<file path="src/rtl/hex_digit_sequencer.sv">
`default_nettype none
// ============================================================================
//  Module   : hex_digit_sequencer
//  Function : Decimal digit sequencer (0..9) with IDLE/RUN/PAUSE control,
//             prescaled count steps, edge-detected load/step requests and a
//             zero-latency seven-segment decode of the current digit.
//  Options  : COUNT_DOWN_EN - when defined, adds the dir port (1 = count down).
//  Revision : 1.0 - initial release
// ============================================================================
module hex_digit_sequencer #(
  parameter int TICK_DIV = 50000000
) (
  input  logic       CLOCK_50,
  input  logic       reset,
  input  logic [8:0] SW,
  input  logic       load,
  input  logic       step,
`ifdef COUNT_DOWN_EN
  input  logic       dir,
`endif
  output logic [3:0] digit,
  output logic [6:0] HEX0,
  output logic [1:0] state,
  output logic       wrap,
  output logic       load_err
);

  localparam int            PW           = $clog2(TICK_DIV);
  localparam logic [PW-1:0] C_PRESC_LAST = PW'(TICK_DIV - 1);
  localparam logic [PW-1:0] C_PRESC_ONE  = PW'(1);

  typedef enum logic [1:0] {
    S_IDLE  = 2'b00,
    S_RUN   = 2'b01,
    S_PAUSE = 2'b10
  } state_t;

  state_t        state_q;
  logic [PW-1:0] presc_q, presc_d;
  logic [3:0]    digit_q, digit_d;
  logic          wrap_q, wrap_d;
  logic          load_err_q, load_err_d;
  logic          load_q, step_q;

  logic          w_load_rise;
  logic          w_step_rise;
  logic          w_tick;
  logic          w_advance;
  logic          w_load_ok;
  logic          w_down;
  logic          w_adv_wrap;
  logic [3:0]    w_adv_digit;
  logic          w_unused_sw;

  // SW[7:4] carry no function
  assign w_unused_sw = ^SW[7:4];

`ifdef COUNT_DOWN_EN
  assign w_down = dir;
`else
  assign w_down = 1'b0;
`endif

  // Request edges, prescaler tick and the value one advance would produce
  always_comb begin
    w_load_rise = load & ~load_q;
    w_step_rise = step & ~step_q;
    w_tick      = (state_q == S_RUN) && (presc_q == C_PRESC_LAST);
    w_advance   = w_tick || (w_step_rise && (state_q == S_PAUSE));
    w_load_ok   = (SW[3:0] <= 4'd9);
    if (w_down) begin
      w_adv_wrap  = (digit_q == 4'd0);
      w_adv_digit = ((digit_q == 4'd0) || (digit_q > 4'd9)) ? 4'd9 : digit_q - 4'd1;
    end else begin
      w_adv_wrap  = (digit_q == 4'd9);
      w_adv_digit = (digit_q >= 4'd9) ? 4'd0 : digit_q + 4'd1;
    end
  end

  // Next digit/prescaler; a load edge (accepted or rejected) pre-empts tick and step
  always_comb begin
    presc_d    = presc_q;
    digit_d    = digit_q;
    wrap_d     = 1'b0;
    load_err_d = 1'b0;
    if (w_load_rise) begin
      if (w_load_ok) begin
        digit_d = SW[3:0];
        presc_d = '0;
      end else begin
        load_err_d = 1'b1;
      end
    end else begin
      case (state_q)
        S_RUN:   presc_d = w_tick ? '0 : presc_q + C_PRESC_ONE;
        S_PAUSE: presc_d = presc_q;
        default: presc_d = '0;
      endcase
      if (w_advance) begin
        digit_d = w_adv_digit;
        wrap_d  = w_adv_wrap;
      end
    end
  end

  // Control FSM plus all registered state and outputs
  always_ff @(posedge CLOCK_50) begin
    if (reset) begin
      state_q    <= S_IDLE;
      presc_q    <= '0;
      digit_q    <= 4'd0;
      wrap_q     <= 1'b0;
      load_err_q <= 1'b0;
      load_q     <= 1'b0;
      step_q     <= 1'b0;
    end else begin
      load_q     <= load;
      step_q     <= step;
      presc_q    <= presc_d;
      digit_q    <= digit_d;
      wrap_q     <= wrap_d;
      load_err_q <= load_err_d;
      case (state_q)
        S_IDLE:  if (SW[8])  state_q <= S_RUN;
        S_RUN:   if (!SW[8]) state_q <= S_PAUSE;
        S_PAUSE: if (SW[8])  state_q <= S_RUN;
        default: state_q <= S_IDLE;
      endcase
    end
  end

  // Seven-segment decode, bit 0 = segment a
  always_comb begin
    case (digit_q)
      4'd0:    HEX0 = 7'b0111111;
      4'd1:    HEX0 = 7'b0000110;
      4'd2:    HEX0 = 7'b1011011;
      4'd3:    HEX0 = 7'b1001111;
      4'd4:    HEX0 = 7'b1100110;
      4'd5:    HEX0 = 7'b1101101;
      4'd6:    HEX0 = 7'b1111101;
      4'd7:    HEX0 = 7'b0000111;
      4'd8:    HEX0 = 7'b1111111;
      4'd9:    HEX0 = 7'b1101111;
      default: HEX0 = 7'b0000000;
    endcase
  end

  assign digit    = digit_q;
  assign state    = state_q;
  assign wrap     = wrap_q;
  assign load_err = load_err_q;

endmodule
`default_nettype wire

</file>
<file path="config.mk">
export PLATFORM = sky130hd
export DESIGN_NAME = hex_digit_sequencer
export DESIGN_NICKNAME = d
export VERILOG_FILES = /design/src/rtl/hex_digit_sequencer.sv
export SDC_FILE = /design/constraint.sdc
export NUM_CORES = 1
export LEC_CHECK = 0
export CORE_MARGIN = 2
export CORE_UTILIZATION = 40
export CTS_BUF_LIST = sky130_fd_sc_hd__clkbuf_8
export DETAILED_ROUTE_END_ITERATION = 16
export REMOVE_ABC_BUFFERS = 1
export SLEW_MARGIN = 20
export SYNTH_ARGS = -nofsm -noshare
export SYNTH_HDL_FRONTEND = slang
export SYNTH_SLANG_ARGS = --single-unit
</file>
<file path="constraint.sdc">
create_clock -name CLOCK_50 -period 5.88 [get_ports CLOCK_50]
set_input_delay 1.176 -clock CLOCK_50 [delete_from_list [all_inputs] [get_ports CLOCK_50]]
set_output_delay 1.176 -clock CLOCK_50 [all_outputs]
set_load 0.01 [all_outputs]
</file>
==> out/results.ini, run 1 <==
[pwr]
sw_frac_of_total_pct = 27.8
peakVddDrop_v = 0.000107
seqPwrFrac_pct = 51.5
switching_power_mw = 0.166
leakage_nw = 0.891
p_per_area_nw_per_um2 = 224
internal_power_mw = 0.432
finalPower_mw = 0.597
comb_power_share_pct = 16.4
clkPwrFrac_pct = 32.1

[setup_path]
critPathRequiredTime_ns = 6.06
slowest_delay_ns = 0.77
r2r-start = presc_q[17]
crit_fanout = 15
critical_path_class = in2reg
r2r_end = HEX0[1]
r2r_setup_slack_ns = 2.44
reg2regPathDepth = 10
crit_slowest_cell = nor2b_1
cp-end-kind = flop
start_kind = input pin
cp_common_cell = nor2_1
arrival_ns = 4.28
path_cells = clkdlybuf4s50_1 -> nor2b_1 -> nor2_1 -> a21oi_4 -> mux2i_1 -> nor2_1 -> inv_1 -> ha_1 -> nor3_1 -> o22ai_1

[clocking]
cts_tree = built
cts_hold_buf = 0
clk_path_buf_depth = 2
root_buffer = clkbuf_8
clk_pin_slew_ns = 0.09
cts_sinks = 43
cts-buffers-inserted = 5
htreeDepth = 2
postCtsResizedCells = 0
clock_latency_ns = 0.30
cts_setup_buffers = 0

[sta]
rsz0062_at_grt = no
fmax_mhz = 244
hold_viol = 0
post-route-period-util_pct = 69.6
finClkSkew_ns = 0.0121
fin_setup_tns_ns = 0
setup_violations = 0
worst_pin_slew_ns = 0.974
setup_ws_ns = 1.79
relSlewSlack_pct = 34.9
period_minus_slack_ns = 4.09
slew_viol_final = 0

[drt]
vias = 2012
vias_per_cell = 5.50
drc = 0
firstDrtPassIters = 4
drt_iter0_drc = 125
detail-route-antenna-nets = 0
wire_per_inst_um = 14.3
wirelength_mm = 5.23

[global_route]
grt_use_total_pct = 17.7
grt_overflow = 0
grt_max_degree = 33
grt_pass1_wl_mm = 8.77
first_global_vias = 1869
antenna_found_initial = 0

[floorplanning]
coreArea_sq_um = 5470
die_y_um = 79.2
num_rows = 27
die_area_sq_um = 6270
start_util_pct = 41.3
die_w_um = 79.2
num_io_pins = 28

[outcome]
outcome = completed

[finish]
area_growth_pct = 17.7
layout-drive-gt1-share_pct = 9.86
layout_commonest_cell = dfxtp_1
final_cell_mix = 43 x dfxtp_1, 35 x nor2_1, 23 x nand2_1, 23 x clkdlybuf4s50_1, 16 x a21oi_1
post-route-util_pct = 48.6
nets = 316
n_antenna_cell = 0

[logic_synthesis]
synth_seq_cells = 43
synth-edff-count = 0
synth_xor_area_share_pct = 2.71
synthAdderAreaFrac_pct = 5.53
synth_seq_area_share_pct = 38.1
async_flop_share_pct = 0
synth_top_family_by_area = simple AND/OR/NAND/NOR gates
syn_area_per_cell_sq_um = 8.40
netlist_instances = 269
synth-simple-area-share_pct = 30.0
ys.flop_type = dfxtp_1
synthMuxAreaShare_pct = 2.93
synth_compound_area_share_pct = 17.7
synthDistinctLibCells = 52
ys_warn_count = 0
syn_area_sq_um = 2260

[worst_hold_path]
min-delay-start = presc_q[25]
whs_endpoint = presc_q[25]
holdPathStages = 1
hold_class = reg2reg

[place]
dp_slack_ns = 1.56
gp_congestion = 0.757
place.port_buffers = 23
dpl.hpwl_mm = 3.51

[flow_run]
cap_violations = 0

==> kinds of logic after synthesis <==
| kind of cell | after synthesis |
|---|---|
| AO/OA/AOI/OAI | 58 |
| XOR/XNOR | 7 |
| adder cells (fa/ha/maj) | 10 |
| buffers and inverters | 17 |
| flip-flops | 43 |
| multiplexers | 6 |
| AND/OR/NAND/NOR | 128 |
==> state kept, by name, indices dropped and copies added (netlist names) <==
name,cells
load_q,1
HEX0,7
state,2
load_err,1
step_q,1
presc_q,26
digit,4
wrap,1
==> routing by layer <==
metal / vias up / global-route usage [%] / routed length [um]
li1: 1024 / - / -
met1: 948 / 24.2 / 2630
met2: 33 / 28.2 / 2330
met3: 7 / 2.84 / 189
met4: 0 / 6.38 / 72
met5: - / 0 / 0
==> metrics by stage <==
stage / instances / area, sq um / hold WS [ns]
floorplan: 260 / 2230 / 0.435
global placement: 358 / 2570 / 0.455
detailed placement: 358 / 2570 / 0.463
CTS: 366 / 2660 / 0.481
global route: 366 / 2660 / 0.509
finish: 366 / 2660 / 0.475
==> how the worst max path moves through the flow <==
stage	slack, ns	depth (start not counted)	from	endpoint
after global placement	1.56	7	load	HEX0[6]
after detailed placement	1.56	7	load	HEX0[6]
final	1.79	10	load	HEX0[1]
after global routing	1.52	7	load	HEX0[6]
after CTS	1.87	7	load	HEX0[6]
after floorplan	2.51	6	load	HEX0[6]
==> layout make-up <==
class / instances / area [sq um]
Fill cell: 541 / 2810
Multi-Input combinational cell: 209 / 1340
Sequential cell: 43 / 861
Timing Repair Buffer: 26 / 253
Tap cell: 72 / 90.1
Clock buffer: 5 / 68.8
Inverter: 8 / 32.5
Clock inverter: 3 / 20.0
==> Yosys cell counts (2+ instances only) <==
cell type	number	area [sq um]
dfxtp_1	43	861
nor2_1	35	131
nand2_1	23	86.3
a21oi_1	16	80.1
nand3_1	12	60.1
o21ai_0	12	60.1
ha_1	10	125
nor3_1	9	45.0
and3_1	8	50.1
inv_1	7	26.3
nand4_1	7	43.8
a311oi_1	6	52.6
clkbuf_1	6	22.5
nand3b_1	6	45.0
xor2_1	6	52.6
mux2_2	5	56.3
nand2b_1	5	31.3
nor2b_1	4	25.0
a22oi_1	3	22.5
a31o_2	3	26.3
a31oi_1	3	18.8
nor4_1	3	18.8
or3_1	3	18.8
a211oi_1	2	15.0
a22o_1	2	17.5
buf_1	2	7.51
or4_4	2	22.5
or4b_1	2	20.0
==> critical path: cells and delay by family <==
kind / cells / cell delay (ns)
multiplexers: 1 / 0.46
AND/OR/NAND/NOR: 4 / 1.39
adder cells (fa/ha/maj): 1 / 0.26
buffers and inverters: 2 / 0.60
AO/OA/AOI/OAI: 2 / 0.38
==> power groups by stage <==
stage | Combinational, mW | Sequential (mW) | Clock, mW
5_1_grt | 0.107 | 0.309 | 0.210
3_3_place_gp | 0.0970 | 0.314 | 0
3_5_place_dp | 0.0973 | 0.314 | 0
6_report | 0.0980 | 0.308 | 0.192
2_1_floorplan | 0.0488 | 0.319 | 0
4_1_cts | 0.0978 | 0.308 | 0.198
Power figures use the tool's default switching activity.
==> run 2: changes to the inputs <==
==> constraint.sdc (replaced) <==
create_clock -name CLOCK_50 -period 3.9 [get_ports CLOCK_50]
set_input_delay 0.78 -clock CLOCK_50 [delete_from_list [all_inputs] [get_ports CLOCK_50]]
set_output_delay 0.78 -clock CLOCK_50 [all_outputs]
set_load 0.01 [all_outputs]
==> out/results.ini, run 2 (same netlist as run 1, synthesis figures left out) <==
[sta]
fmax_mhz = 306
finClkSkew_ns = 0.0112
setup_violations = 0
relSlewSlack_pct = 35.6
worst_pin_slew_ns = 0.956
period_minus_slack_ns = 3.27
fin_setup_tns_ns = 0
rsz0062_at_grt = no
post-route-period-util_pct = 83.8
slew_viol_final = 0
hold_viol = 0

[setup_path]
arrival_ns = 3.47
cp-end-kind = flop
critPathRequiredTime_ns = 4.10
r2r-start = presc_q[17]
critical_path_class = reg2reg
crit_fanout = 8
crit_path_start = presc_q[17]
start_kind = flop

[clocking]
cts_tree = built
cts_sinks = 43
htreeDepth = 2
cts_setup_buffers = 0
clk_pin_slew_ns = 0.09
clock_latency_ns = 0.30
root_buffer = clkbuf_8
clk_path_buf_depth = 2
cts-buffers-inserted = 5
postCtsResizedCells = 0
cts_hold_buf = 0

[global_route]
first_global_vias = 1794
grt_use_total_pct = 17.9
antenna_found_initial = 0
grt_max_degree = 20
grt_pass1_wl_mm = 8.74
grt_overflow = 0

[drt]
drc = 0
wire_per_inst_um = 14.0
detail-route-antenna-nets = 0
vias = 2020
firstDrtPassIters = 5
wirelength_mm = 5.18
vias_per_cell = 5.44
drt_iter0_drc = 97

[finish]
n_antenna_cell = 0
final_cells = 371
nets = 321
largest_reg_flops = 26
final_cell_mix = 43 x dfxtp_1, 35 x nor2_1, 23 x nand2_1, 23 x clkdlybuf4s50_1, 16 x a21oi_1
area_growth_pct = 19.6
largest_register = presc_q
final_cell_area_sq_um = 2710
layout_commonest_cell = dfxtp_1
layout-drive-gt1-share_pct = 11.0

[floorplanning]
die_area_sq_um = 6270
start_util_pct = 41.3
coreArea_sq_um = 5470
die_w_um = 79.2
num_io_pins = 28
num_rows = 27
die_y_um = 79.2

[pwr]
clkPwrFrac_pct = 33.1
p_per_area_nw_per_um2 = 341
peakVddDrop_v = 0.000175
switching_power_mw = 0.246
internal_power_mw = 0.676
leakage_nw = 0.920
finalPower_mw = 0.922
comb_power_share_pct = 16.6
sw_frac_of_total_pct = 26.7
seqPwrFrac_pct = 50.4

[outcome]
outcome = completed

[place]
gp_congestion = 0.798
dpl_cell_area_sq_um = 2610
dpl.hpwl_mm = 3.58
place.port_buffers = 23
place_inst = 363

[flow_run]
cap_violations = 0

[worst_hold_path]
min-delay-start = presc_q[25]
hold_class = reg2reg

-- run 2: area by class of cell --
type / instances / area (sq um)
fill: 546 / 2770
multi-input combinational: 209 / 1330
sequential: 43 / 861
timing repair buffer: 31 / 290
tap: 72 / 90.1
clock buffer: 6 / 82.6
inverter: 8 / 32.5
clock inverter: 2 / 16.3
-- run 2: power by group through the flow --
stage | combinational [mW] | sequential [mW] | clock, mW
after CTS | 0.153 | 0.464 | 0.314
after detailed placement | 0.152 | 0.474 | 0
after floorplan | 0.0736 | 0.481 | 0
after global routing | 0.168 | 0.466 | 0.338
after global placement | 0.153 | 0.474 | 0
final | 0.153 | 0.464 | 0.305
-- run 2: worst max-delay path, stage by stage (launching register included) --
cell and delay, ns:
dfxtp_1 0.46, or4b_1 0.47, or4_4 0.50, or2_4 0.27, a21oi_4 0.23, mux2i_1 0.13, nor2_1 0.30, inv_1 0.14
ha_1 0.33, nand3b_1 0.08, a31o_2 0.25
-- run 2: stage by stage --
stage / utilization [%] / hold slack (ns) / setup WS [ns]
finish: 49.4 / 0.499 / 0.631
global route: 49.4 / 0.529 / 0.405
CTS: 49.4 / 0.491 / 0.632
detailed placement: 47.6 / 0.475 / 0.612
global placement: 47.6 / 0.460 / 0.621
floorplan: - / 0.435 / 0.875
-- run 2: final timing paths --
path	to	slack [ns]	cells after the start
setup / recovery	HEX0[3]	0.63	10
hold / removal	presc_q[25]	0.50	1
setup reg to reg	HEX0[3]	0.63	10
hold reg to reg	presc_q[25]	0.50	1
-- run 2: layer usage --
layer  GRT usage [%]  wire [um]  vias up  share of wire [%]
met1            24.9       2630      931                 51
met4            7.76         47        0               0.91
met2            26.9       2260       51                 44
met3            3.52        241        2                4.7
li1                -          -     1036                  -
met5               0          0        -                  0
==> run 3: changes to the inputs <==
==> constraint.sdc (replaced) <==
create_clock -name CLOCK_50 -period 3.3 [get_ports CLOCK_50]
set_input_delay 0.66 -clock CLOCK_50 [delete_from_list [all_inputs] [get_ports CLOCK_50]]
set_output_delay 0.66 -clock CLOCK_50 [all_outputs]
set_load 0.01 [all_outputs]
==> out/results.ini, run 3 (same netlist as run 1, synthesis figures left out) <==
[finish]
area_growth_pct = 22.2
nets = 325
largest_register = presc_q
n_antenna_cell = 0
largest_reg_flops = 26
final_cell_mix = 43 x dfxtp_1, 35 x nor2_1, 23 x nand2_1, 23 x clkdlybuf4s50_1, 16 x a21oi_1
layout-drive-gt1-share_pct = 11.6
final_cells = 374
final_cell_area_sq_um = 2760
layout_commonest_cell = dfxtp_1

[setup_path]
start_kind = flop
critical_path_class = reg2reg
critPathRequiredTime_ns = 3.52
cp-end-kind = flop
arrival_ns = 3.33
crit_fanout = 8

[drt]
vias_per_cell = 5.34
wirelength_mm = 5.24
firstDrtPassIters = 4
drt_iter0_drc = 146
detail-route-antenna-nets = 0
vias = 1999
drc = 0
wire_per_inst_um = 14.0

[floorplanning]
num_io_pins = 28
num_rows = 27
die_y_um = 79.2
die_w_um = 79.2
start_util_pct = 41.3
coreArea_sq_um = 5470
die_area_sq_um = 6270

[clocking]
clk_pin_slew_ns = 0.08
cts_tree = built
root_buffer = clkbuf_8
cts-buffers-inserted = 5
cts_hold_buf = 0
cts_sinks = 43
cts_setup_buffers = 0
htreeDepth = 2
clock_latency_ns = 0.30
postCtsResizedCells = 0
clk_path_buf_depth = 2

[pwr]
peakVddDrop_v = 0.000217
leakage_nw = 0.955
finalPower_mw = 1.13
p_per_area_nw_per_um2 = 409

[sta]
period_minus_slack_ns = 3.11
slew_viol_final = 0
holdWs_ns = 0.476
post-route-period-util_pct = 94.1
fmax_mhz = 322
hold_viol = 0
relSlewSlack_pct = 46.5
rsz0062_at_grt = no
finClkSkew_ns = 0.00668
fin_setup_tns_ns = 0
worst_pin_slew_ns = 0.797
setup_violations = 0

[outcome]
outcome = completed

[flow_run]
cap_violations = 0

[place]
dpl_cell_area_sq_um = 2660
dpl.hpwl_mm = 3.73
place.port_buffers = 23
place_inst = 367
gp_congestion = 0.895

[worst_hold_path]
hold_class = reg2reg

[global_route]
grt_max_degree = 26
antenna_found_initial = 0
grt_overflow = 0
grt_pass1_wl_mm = 9.16
first_global_vias = 1915
grt_use_total_pct = 18.4

-- run 3: final timing paths --
path         slack, ns   startpoint  cells past startpoint     endpoint
min reg2reg       0.48  presc_q[25]                      1  presc_q[25]
min               0.48  presc_q[25]                      1  presc_q[25]
max reg2reg       0.19  presc_q[17]                     10      HEX0[4]
max               0.19  presc_q[17]                     10      HEX0[4]
-- run 3: metal layers --
layer | part of all wire (%) | global-route usage, %
met2 | 44 | 27.5
met1 | 50 | 26.4
met5 | 0 | 0
met3 | 5.2 | 3.64
met4 | 0.90 | 6.21
-- run 3: metrics by stage --
step           util [%]  setup WS, ns
3_5_place_dp       48.6         0.210
4_1_cts            50.5         0.191
3_3_place_gp       48.6         0.252
5_1_grt            50.5        0.0157
2_1_floorplan         -         0.275
6_report           50.5         0.194
-- run 3: power by group --
group          total [mW]  switching (mW)  internal (mW)  leakage, nW
Clock               0.396           0.177          0.219       0.0554
Combinational       0.188          0.0920         0.0961        0.550
Sequential          0.548         0.00997          0.538        0.349
Total                1.13           0.279          0.853        0.955
-- run 3: worst max-delay path, stage by stage, from the launching register on --
cell	delay [ns]
dfxtp_1	0.48
or4b_1	0.47
or4_4	0.50
or2_4	0.27
a21oi_4	0.18
mux2_2	0.40
inv_1	0.13
ha_1	0.17
nor2_1	0.04
mux2_2	0.26
o21ai_0	0.14
-- run 3: cell type report --
cell class / count / area (sq um)
well taps: 72 / 90.1
fillers: 538 / 2710
inverters: 8 / 32.5
repair buffers: 35 / 345
clock inverters: 2 / 33.8
multi-input cells: 209 / 1330
flip-flops and latches: 43 / 861
clock buffers: 5 / 68.8
